===== src/rtl/adc_ad4003_ctrl.sv =====
// AD4003 conversion/readout sequencer: periodic CNV pulse, 40 MHz SCK read burst, optional 16-bit config write.
// Latency: each frame starts on the cycle after period count 0; outputs are registered, no input-to-output comb path.
// No backpressure; config writes are enabled by the ADC_CFG_WRITE_EN macro (default build: no config path).
module adc_ad4003_ctrl #(
  parameter int ADC_DATA_WIDTH  = 18,
  parameter int PERIOD_CYCLES   = 80,
  parameter int CNV_HIGH_CYCLES = 4,
  parameter int CONV_CYCLES     = 24
) (
  input  logic       adc_spi_clk,
  input  logic       rstn,
  input  logic       run_en,
  input  logic       cfg_wr_req,
  input  logic [7:0] cfg_wr_data,
  output logic       cnvst,
  output logic       sck,
  output logic       sdi,
  output logic       reader_en_sync,
  output logic       sample_valid,
  output logic       cfg_done,
  output logic       busy
);

  localparam int MAX_BITS   = (ADC_DATA_WIDTH > 16) ? ADC_DATA_WIDTH : 16;
  localparam int MIN_PERIOD = CNV_HIGH_CYCLES + CONV_CYCLES + 2 * MAX_BITS + 2;
  localparam int CW         = $clog2(PERIOD_CYCLES);

  localparam logic [CW-1:0] CNT_LAST  = CW'(PERIOD_CYCLES - 1);
  localparam logic [CW-1:0] CNV_LAST  = CW'(CNV_HIGH_CYCLES - 1);
  localparam logic [CW-1:0] CONV_LAST = CW'(CONV_CYCLES - 1);
  localparam logic [CW-1:0] READ_LAST = CW'(2 * ADC_DATA_WIDTH - 1);

  // The frame sequence must fit inside one conversion period.
  generate
    if (PERIOD_CYCLES < MIN_PERIOD) begin : g_period_check
      $error("adc_ad4003_ctrl: PERIOD_CYCLES too small for the frame sequence");
    end
  endgenerate

  typedef enum logic [2:0] {
    IDLE, CNV_HI, CONV_WAIT, READ, CFG_WR, GAP
  } state_t;

  state_t        state;
  logic [CW-1:0] cnt;
  logic [CW-1:0] sub;

`ifdef ADC_CFG_WRITE_EN
  localparam logic [7:0]    CFG_CMD  = 8'h14;
  localparam logic [CW-1:0] CFG_LAST = CW'(31);
  logic        cfg_pending;
  logic [7:0]  cfg_data;
  logic [15:0] shreg;
`else
  // Config inputs have no function in this build.
  logic unused_cfg;
  assign unused_cfg = cfg_wr_req ^ (^cfg_wr_data);
  assign sdi        = 1'b1;
  assign cfg_done   = 1'b0;
`endif

  // Free-running period counter; frames may only start when it reads 0.
  always_ff @(posedge adc_spi_clk or negedge rstn) begin
    if (!rstn) begin
      cnt <= '0;
    end else begin
      cnt <= (cnt == CNT_LAST) ? '0 : cnt + 1'b1;
    end
  end

  // Frame sequencer with registered pin outputs.
  always_ff @(posedge adc_spi_clk or negedge rstn) begin
    if (!rstn) begin
      state          <= IDLE;
      sub            <= '0;
      cnvst          <= 1'b0;
      sck            <= 1'b0;
      reader_en_sync <= 1'b0;
      sample_valid   <= 1'b0;
      busy           <= 1'b0;
`ifdef ADC_CFG_WRITE_EN
      sdi            <= 1'b1;
      cfg_done       <= 1'b0;
      cfg_pending    <= 1'b0;
      cfg_data       <= '0;
      shreg          <= '0;
`endif
    end else begin
      sample_valid <= 1'b0;
`ifdef ADC_CFG_WRITE_EN
      cfg_done <= 1'b0;
      // A request is only taken while nothing is pending; later ones are dropped.
      if (cfg_wr_req && !cfg_pending) begin
        cfg_pending <= 1'b1;
        cfg_data    <= cfg_wr_data;
      end
`endif
      case (state)
        IDLE, GAP: begin
          if (cnt == '0) begin
`ifdef ADC_CFG_WRITE_EN
            if (cfg_pending) begin
              state <= CFG_WR;
              busy  <= 1'b1;
              sck   <= 1'b0;
              sdi   <= CFG_CMD[7];
              shreg <= {CFG_CMD[6:0], cfg_data, 1'b0};
              sub   <= '0;
            end else
`endif
            if (run_en) begin
              state <= CNV_HI;
              busy  <= 1'b1;
              cnvst <= 1'b1;
              sub   <= '0;
            end else begin
              state <= IDLE;
              busy  <= 1'b0;
            end
          end
        end
        CNV_HI: begin
          if (sub == CNV_LAST) begin
            state <= CONV_WAIT;
            cnvst <= 1'b0;
            sub   <= '0;
          end else begin
            sub <= sub + 1'b1;
          end
        end
        CONV_WAIT: begin
          if (sub == CONV_LAST) begin
            state          <= READ;
            sck            <= 1'b1;
            reader_en_sync <= 1'b1;
            sub            <= '0;
          end else begin
            sub <= sub + 1'b1;
          end
        end
        READ: begin
          if (sub == READ_LAST) begin
            state          <= GAP;
            sck            <= 1'b0;
            reader_en_sync <= 1'b0;
            sample_valid   <= 1'b1;
          end else begin
            sck <= ~sck;
            sub <= sub + 1'b1;
          end
        end
`ifdef ADC_CFG_WRITE_EN
        CFG_WR: begin
          if (sub == CFG_LAST) begin
            state       <= GAP;
            sck         <= 1'b0;
            sdi         <= 1'b1;
            cfg_done    <= 1'b1;
            cfg_pending <= 1'b0;
          end else begin
            sck <= ~sck;
            sub <= sub + 1'b1;
            // Next bit goes out together with the sck falling edge.
            if (sck) begin
              sdi   <= shreg[15];
              shreg <= {shreg[14:0], 1'b0};
            end
          end
        end
`endif
        default: begin
          state          <= IDLE;
          busy           <= 1'b0;
          cnvst          <= 1'b0;
          sck            <= 1'b0;
          reader_en_sync <= 1'b0;
        end
      endcase
    end
  end

endmodule


===== config.mk =====
export PLATFORM = sky130hd
export DESIGN_NAME = adc_ad4003_ctrl
export DESIGN_NICKNAME = d
export VERILOG_FILES = /design/src/rtl/adc_ad4003_ctrl.sv
export SDC_FILE = /design/constraint.sdc
export NUM_CORES = 1
export LEC_CHECK = 0
export CAP_MARGIN = 20
export CORE_ASPECT_RATIO = 1.5
export CORE_MARGIN = 2
export CORE_UTILIZATION = 30
export CTS_CLUSTER_DIAMETER = 60
export DETAILED_ROUTE_END_ITERATION = 10
export DONT_BUFFER_PORTS = 1
export GPL_ROUTABILITY_DRIVEN = 0
export SLEW_MARGIN = 20
export SYNTH_ARGS = -nofsm -noshare
export SYNTH_HDL_FRONTEND = slang
export SYNTH_SLANG_ARGS = --single-unit

===== constraint.sdc =====
create_clock -name adc_spi_clk -period 2.3 [get_ports adc_spi_clk]
set_clock_uncertainty 0.05 [all_clocks]
set_input_delay 0.115 -clock adc_spi_clk [delete_from_list [all_inputs] [get_ports adc_spi_clk]]
set_output_delay 0.115 -clock adc_spi_clk [all_outputs]
set_load 0.01 [all_outputs]

After elaboration in Yosys (flattened, before gate mapping) --
Cells that the tools add are included.
Storage, ports and cells: output and inout bits 7, bits in registers 22, word-level logic and storage cells 68, input port bits 12
Cells by class: add/sub/neg operators 2, multiplexer cells 27, equality and inequality tests 14, reductions and logical operators 13, bitwise logic cells 4
Operators with widths (count):
- 7-bit 2-to-1 mux | 6
- 7-bit one-hot mux with 4 select lines | 1
- 7-bit by 1-bit adder with 7-bit output (second input constant) | 2
- 3-bit 2-to-1 mux | 4
- 2-bit != test (second input constant) | 6
- 3-bit one-hot mux with 4 select lines | 1
- 4-bit AND reduction | 3
- 1-bit 2-to-1 mux | 11
- 1-bit one-hot mux with 3 select lines | 3
- 7-bit by 2-bit == test with 1-bit output (second input constant) | 1
- 7-bit by 5-bit == test with 1-bit output (second input constant) | 1
- 7-bit by 6-bit == test with 1-bit output (second input constant) | 1
- 7-bit == test (second input constant) | 1
- 7-bit logical NOT | 1
- 3-bit by 2-bit == test with 1-bit output (second input constant) | 2
- 3-bit OR reduction | 2
- 1-bit inverter | 4
- 2-bit AND reduction | 2
- 4-bit nonzero test | 1
- 2-bit OR reduction | 2
- 3-bit by 1-bit == test with 1-bit output (second input constant) | 1
- 3-bit == test (second input constant) | 1
- 3-bit logical NOT | 1
- 3-bit AND reduction | 1
- 1-bit one-hot mux with 2 select lines | 1

Depth between registers and ports, before layout --
Gate-level depths: netlist (run 1).
depth after elaboration 4, gate-level depth with buffers 8, gate-level depth less buffers 7

Worst setup path before layout (run 1) --
No wires, ideal clock.
path type flip-flop to flip-flop, start point register sub[0], end point register sub[6], library setup time 148 ps, period minus slack after synthesis 2196 ps, cell stages (with the launch flop) 8, path buffers 1, arrival time 1997 ps, slack 104 ps, path through dfrtp_1 > ha_1 > or4b_4 > o41a_1 > a211o_1 > buf_6 > nand2_1 > o221ai_1
On the way: longest elaborated chain between the ends 3, elaborated cells on any way between the ends 10, classes of those cells add/sub (1); eq/ne (4); mux (4); reduce/logical (1)
RTL lines:
- from (decl) | line 46 | logic [CW-1:0] sub;
- from (signal assigned) | line 128 | sub <= sub + 1'b1;
- from (signal assigned) | line 138 | sub <= sub + 1'b1;
- from (signal assigned) | line 149 | sub <= sub + 1'b1;
- 7-bit by 1-bit adder with 7-bit output (tied with other cells) | line 128, 138, 149
- 7-bit 2-to-1 mux (tied with other cells) | line 142 | if (sub == READ_LAST) begin
- 7-bit one-hot mux with 4 select lines or 4-bit AND reduction (tied branches)
Parallel ways exist; a longest one is shown, timed or not. The select of a mux whose other input is x is not followed. A chain may end at the register's enable or synchronous reset.

Worst setup path after layout (run 1) --
start point register sub[0], end point register sub[5]
The elaborated chain is that of the path after synthesis.

==> flow_summary.ini, run 1 <==
[outcome]
status = completed

[setup_path]
crit_path_max_fanout = 10
path_cells = ha_1, or4b_4, o41a_1, a211o_2, nand2_2, o221ai_1
crit_path_end_kind = flop
startpoint = sub[0]
crit_arrival_ns = 2.25
required_ns = 2.37
slowest_stage = or4b_4
rr_startpoint = sub[0]
critPathLaunchType = flop
path_class = flop to flop
crit_path_max_incr_delay_ns = 0.48

[sta]
final.setup.tns_ns = 0
tightest_slew_ns = 0.8006
fmax_mhz = 459.1
rsz0062_at_grt = no
period_needed_ns = 2.178
min_period_over_period_pct = 94.69
setup_violations = 0
relSlewSlack_pct = 46.46
hold_violations = 0
maxSlewViolCount = 0

[pwr]
ir_drop_uv = 275.6
p_leak_nw = 0.6179
powerDensity_nw_per_um2 = 454.9

[place]
hpwlAfterDp_mm = 2.033
numPortBuffers = 0
dpl_cell_area_um2 = 1326

[finish]
n_antenna_cell = 0
fin_area_um2 = 1386
area_delta_synth_final_pct = 9.595
regArea_um2 = 550.5
mostFrequentLayoutCells = dfrtp_1 (22), nor2_1 (12), inv_1 (9)
final_common_cell = dfrtp_1
drive_above_1_share_pct = 14.49
multi_input_area_um2 = 629.4
fillCellCount = 432
final_net_count = 155

[grt]
antenna_found_initial = 0
gr-total-overflow = 0
grtUsageTotal_pct = 12.25
grt_pass1_vias = 1039
grt_pass1_wl_mm = 4.664
grt_max_degree = 23

[yosys]
syn_inst = 131
synth-async-reset-ratio_pct = 100.0
synth-edff-count = 0
synthesis.area_um2 = 1265
synth_nets = 146
yosys-top-cells-area = dfrtp_1 (44%), nor2_1 (3.6%), ha_1 (3.0%), o21ai_0 (2.8%), inv_1 (2.7%)
ys_types = 45
ys.flop_type = dfrtp_1
synth_top_area_share_pct = 43.52
syn_area_per_cell_um2 = 9.656
ys_seq_area_share_pct = 43.52
yosys_warnings = 0
synth-seq-cells = 22
synth_top_area_cell = dfrtp_1

[route]
ant_nets = 0
drc_errors = 0
viasPerCell = 5.563
wirelength_mm = 2.625
vias = 1018
routedWlPerCell_um = 14.34
drtPass1Iterations = 3
drt-initial-drc-count = 36

[clock_network]
cts_buffers = 3
htreeDepth = 1
cts_setup_buffers = 0
clock-root-buffer = clkbuf_8
cts_num_sinks = 22
cts.path.max_buffers = 2
cts_tree = built
clk_latency_ns = 0.26
path_clk_slew_ns = 0.07

[floorplan]
placementRows = 28
start_util_pct = 31.67
io_pins = 19
die_x_um = 57.02
coreArea_um2 = 3994
die_y_um = 83.53
die-area_um2 = 4763

[run]
maxCapViolations = 0

[hold_path]
min_from = run_en
hold_path.class = input port to flop
[state kept, by name (all words and copies together), names as in the netlist]
name and cells:
cnt 7, sub 7, state 3, busy 1, cnvst 1, reader_en_sync 1, sample_valid 1, sck 1
[logic make-up (layout without fill, tap and decap cells)]
kind of cell    Yosys count  in the layout  share of synthesized area, %
flops                    22             22                         43.52
simple gates             49             49                         21.46
buf+inv                  15             22                         7.022
compound gates           34             34                         20.08
xor+xnor                  4              4                         2.770
other cells               2              2                        0.5937
fa+ha+maj                 3              3                         2.968
mux                       2              2                         1.583
[final timing paths]
check	endpoint	slack, ns	cells past startpoint
max	sub[5]	0.12	6
min	state[0]	0.06	2
max reg2reg	sub[5]	0.12	6
min reg2reg	cnt[0]	0.44	1
max in group asynchronous	busy	1.56	2
min in group asynchronous	sample_valid	0.30	2
[layout make-up]
class | instances | area share [%]
well taps | 45 | 4.061
flip-flops and latches | 22 | 39.71
clock buffers | 3 | 2.978
repair buffers | 10 | 5.415
inverters | 9 | 2.437
multi-input cells | 94 | 45.40
[worst max-delay path, delay by kind of cell (launching register included)]
kind / cells / cell delay (ns)
AOI/OAI and AO/OA: 3 / 0.87
adders and majority gates: 1 / 0.16
DFF: 1 / 0.35
and+or+nand+nor: 2 / 0.62
[per-layer routing]
layer,track usage (%),vias up,wire length [um]
met5,0,-,0
met4,5.920,0,68
met3,2.636,7,78
met2,22.15,11,1457
met1,12.99,502,1020
li1,-,498,-
[Yosys cell counts (3+ instances only)]
master	count
nor2_1	12
o311ai_0	3
nor3_1	3
dfrtp_1	22
nand3_1	6
o22ai_1	3
inv_1	9
nand2_1	8
ha_1	3
o21ai_0	7
nor2b_1	4
[power by group]
part | total [W] | leakage [nW] | internal (W) | switching [W]
Combinational | 0.0000108 | 0.342 | 0.00000173 | 0.00000902
Sequential | 0.000387 | 0.254 | 0.000387 | 0
Clock | 0.000233 | 0.0216 | 0.000117 | 0.000117
Total | 0.000631 | 0.618 | 0.000505 | 0.000126
[through the flow]
stage               setup WS [ns]  utilization, %  hold WS, ns  total power (W)  instances
global route              0.01972           34.71      0.08894        0.0006539        183
finish                     0.1221           34.71      0.05628        0.0006307        183
CTS                       0.04057           34.49      0.06249        0.0006394        182
detailed placement        0.04702           33.21      -0.2299        0.0003956        178
global placement          0.07518           33.21      -0.2299        0.0003956        178
floorplan                  0.1044               -      -0.2306        0.0003982        131
[repair_timing]
| action | in CTS | in global routing |
|---|---|---|
| gates resized for setup | 0 | 3 |
| endpoints found under the hold margin | 22 | 22 |
| hold buffers | 1 | 1 |
| endpoints found under the setup margin | 0 | 6 |
(Power assumes the default switching activity.)
==> run 2, diff against run 1 <==
--- a/config.mk
+++ b/config.mk
@@ -8,11 +8,12 @@
 export CAP_MARGIN = 20
 export CORE_ASPECT_RATIO = 1.5
 export CORE_MARGIN = 2
-export CORE_UTILIZATION = 30
+export CORE_UTILIZATION = 55
 export CTS_CLUSTER_DIAMETER = 60
 export DETAILED_ROUTE_END_ITERATION = 10
 export DONT_BUFFER_PORTS = 1
 export GPL_ROUTABILITY_DRIVEN = 0
+export PLACE_DENSITY = 0.73
 export SLEW_MARGIN = 20
 export SYNTH_ARGS = -nofsm -noshare
 export SYNTH_HDL_FRONTEND = slang
==> run 2 against run 1 <==
First-iteration DRC count grew 14%; cell count is 10% lower; register-to-register slack about the same; critical endpoint unchanged.
==> flow_summary.ini, run 2 (synthesized netlist as in run 1, its figures left out) <==
[outcome]
status = completed

[sta]
tightest_slew_ns = 0.7563
period_needed_ns = 2.189
min_period_over_period_pct = 95.16
fmax_mhz = 456.9
hold_violations = 0
setup_violations = 0
rsz0062_at_grt = no
maxSlewViolCount = 0
relSlewSlack_pct = 49.42
setup_ws_ns = 0.1114
final.setup.tns_ns = 0

[finish]
multi_input_area_um2 = 636.9
drive_above_1_share_pct = 15.60
final_common_cell = dfrtp_1
area_delta_synth_final_pct = 10.29
regArea_um2 = 550.5
n_antenna_cell = 0
reg.largest.list = cnt (7), sub (7), state (3)
fillCellCount = 190
mostFrequentLayoutCells = dfrtp_1 (22), nor2_1 (12), inv_1 (9), buf_4 (9)
final_net_count = 157

[clock_network]
cts.path.max_buffers = 2
htreeDepth = 1
clock-root-buffer = clkbuf_4
path_clk_slew_ns = 0.14
cts_tree = built
cts_num_sinks = 22
clk_latency_ns = 0.33
cts_buffers = 3

[setup_path]
required_ns = 2.44
rr_startpoint = sub[1]
crit_path_end_kind = flop
reg2reg_depth = 6
crit_path_max_incr_delay_ns = 0.48
timing.critical_path.max_delay_family = compound AO/OA/AOI/OAI gates
crit_path_max_fanout = 10
path_cells = ha_1, or4b_4, o41a_1, a211o_4, nand2_2, o221ai_1
crit_arrival_ns = 2.33
reg2reg_to = sub[5]
crit_buf_inv = 0
slowest_stage = or4b_4
critPathLaunchType = flop
r2r_slack_ns = 0.11
path_class = flop to flop

[grt]
grt_pass1_vias = 982
grt_max_degree = 23
antenna_found_initial = 0
grt_pass1_wl_mm = 4.381
gr-total-overflow = 0
grtUsageTotal_pct = 20.85

[place]
hpwlAfterDp_mm = 1.769
numPortBuffers = 0
dpl_worst_slack_ns = 0.01904

[route]
viasPerCell = 6.256
drt-initial-drc-count = 41
vias = 1026
drc_errors = 0
drtPass1Iterations = 4
routedWlPerCell_um = 15.73
ant_nets = 0
wirelength_mm = 2.579

[run]
maxCapViolations = 0

[hold_path]
holdPathEnd = cnvst
whs_path_depth = 3
min_from = run_en
hold_path.class = input port to flop

[pwr]
p_leak_nw = 0.6336
powerDensity_nw_per_um2 = 507.1
ir_drop_uv = 309.6

[floorplan]
die_y_um = 62.74
placementRows = 21
coreArea_um2 = 2207
die_x_um = 43.16
start_util_pct = 57.31
die-area_um2 = 2707
io_pins = 19
==> run 2: final cells by class <==
| type | instances | share of cell area (%) |
|---|---|---|
| clock buffers | 3 | 1.614 |
| clock inverters | 1 | 2.152 |
| multi-input cells | 94 | 45.65 |
| repair buffers | 12 | 6.637 |
| inverters | 9 | 2.422 |
| well taps | 23 | 2.063 |
| flip-flops and latches | 22 | 39.46 |
==> run 2: worst max path at each step <==
stage          depth (start not counted)      to  slack (ns)  startpoint
2_1_floorplan                          7  sub[6]        0.10      sub[0]
3_3_place_gp                           6  sub[5]        0.05      sub[1]
3_5_place_dp                           6  sub[5]        0.02      sub[1]
4_1_cts                                6  sub[4]        0.03      sub[1]
5_1_grt                                6  sub[3]        0.01      sub[1]
6_report                               6  sub[5]        0.11      sub[1]
==> run 2: per-layer routing <==
layer | vias up | GRT usage (%) | share of wire (%)
met4 | 0 | 10.98 | 2.3
met1 | 489 | 24.44 | 41
met3 | 5 | 2.312 | 3.5
met2 | 27 | 35.82 | 53
met5 | - | 0 | 0
li1 | 505 | - | -
==> run 2: report_power, final <==
group          switching (W)  total [W]  internal (W)
Sequential                 0   0.000387      0.000387
Combinational     0.00000956  0.0000124    0.00000288
Clock               0.000132   0.000308      0.000177
==> run 2: repair_timing <==
item                                    in CTS  in global routing
cloned                                       0                  0
hold endpoints to repair                    23                 22
hold buffers                                 2                  1
endpoints found under the setup margin       1                  6
resized for setup                            1                  2
buffers inserted                             0                  2
==> run 2: worst register-to-register path, cell delays in order, from the launching register on <==
cell	delay, ns
dfrtp_1	0.40
ha_1	0.17
or4b_4	0.48
o41a_1	0.34
a211o_4	0.37
nand2_2	0.13
o221ai_1	0.13
==> run 2: through the flow <==
stage	std cells	total power [W]	hold slack, ns	cell area [um2]	util (%)
finish	164	0.0007074	0.1039	1395	63.21
global route	164	0.0007197	0.1277	1395	63.21
CTS	161	0.0007079	0.1040	1366	61.90
detailed placement	155	0.0003957	-0.2301	1291	58.50
global placement	155	0.0003957	-0.2302	1291	58.50
floorplan	131	0.0003982	-0.2306	1265	-
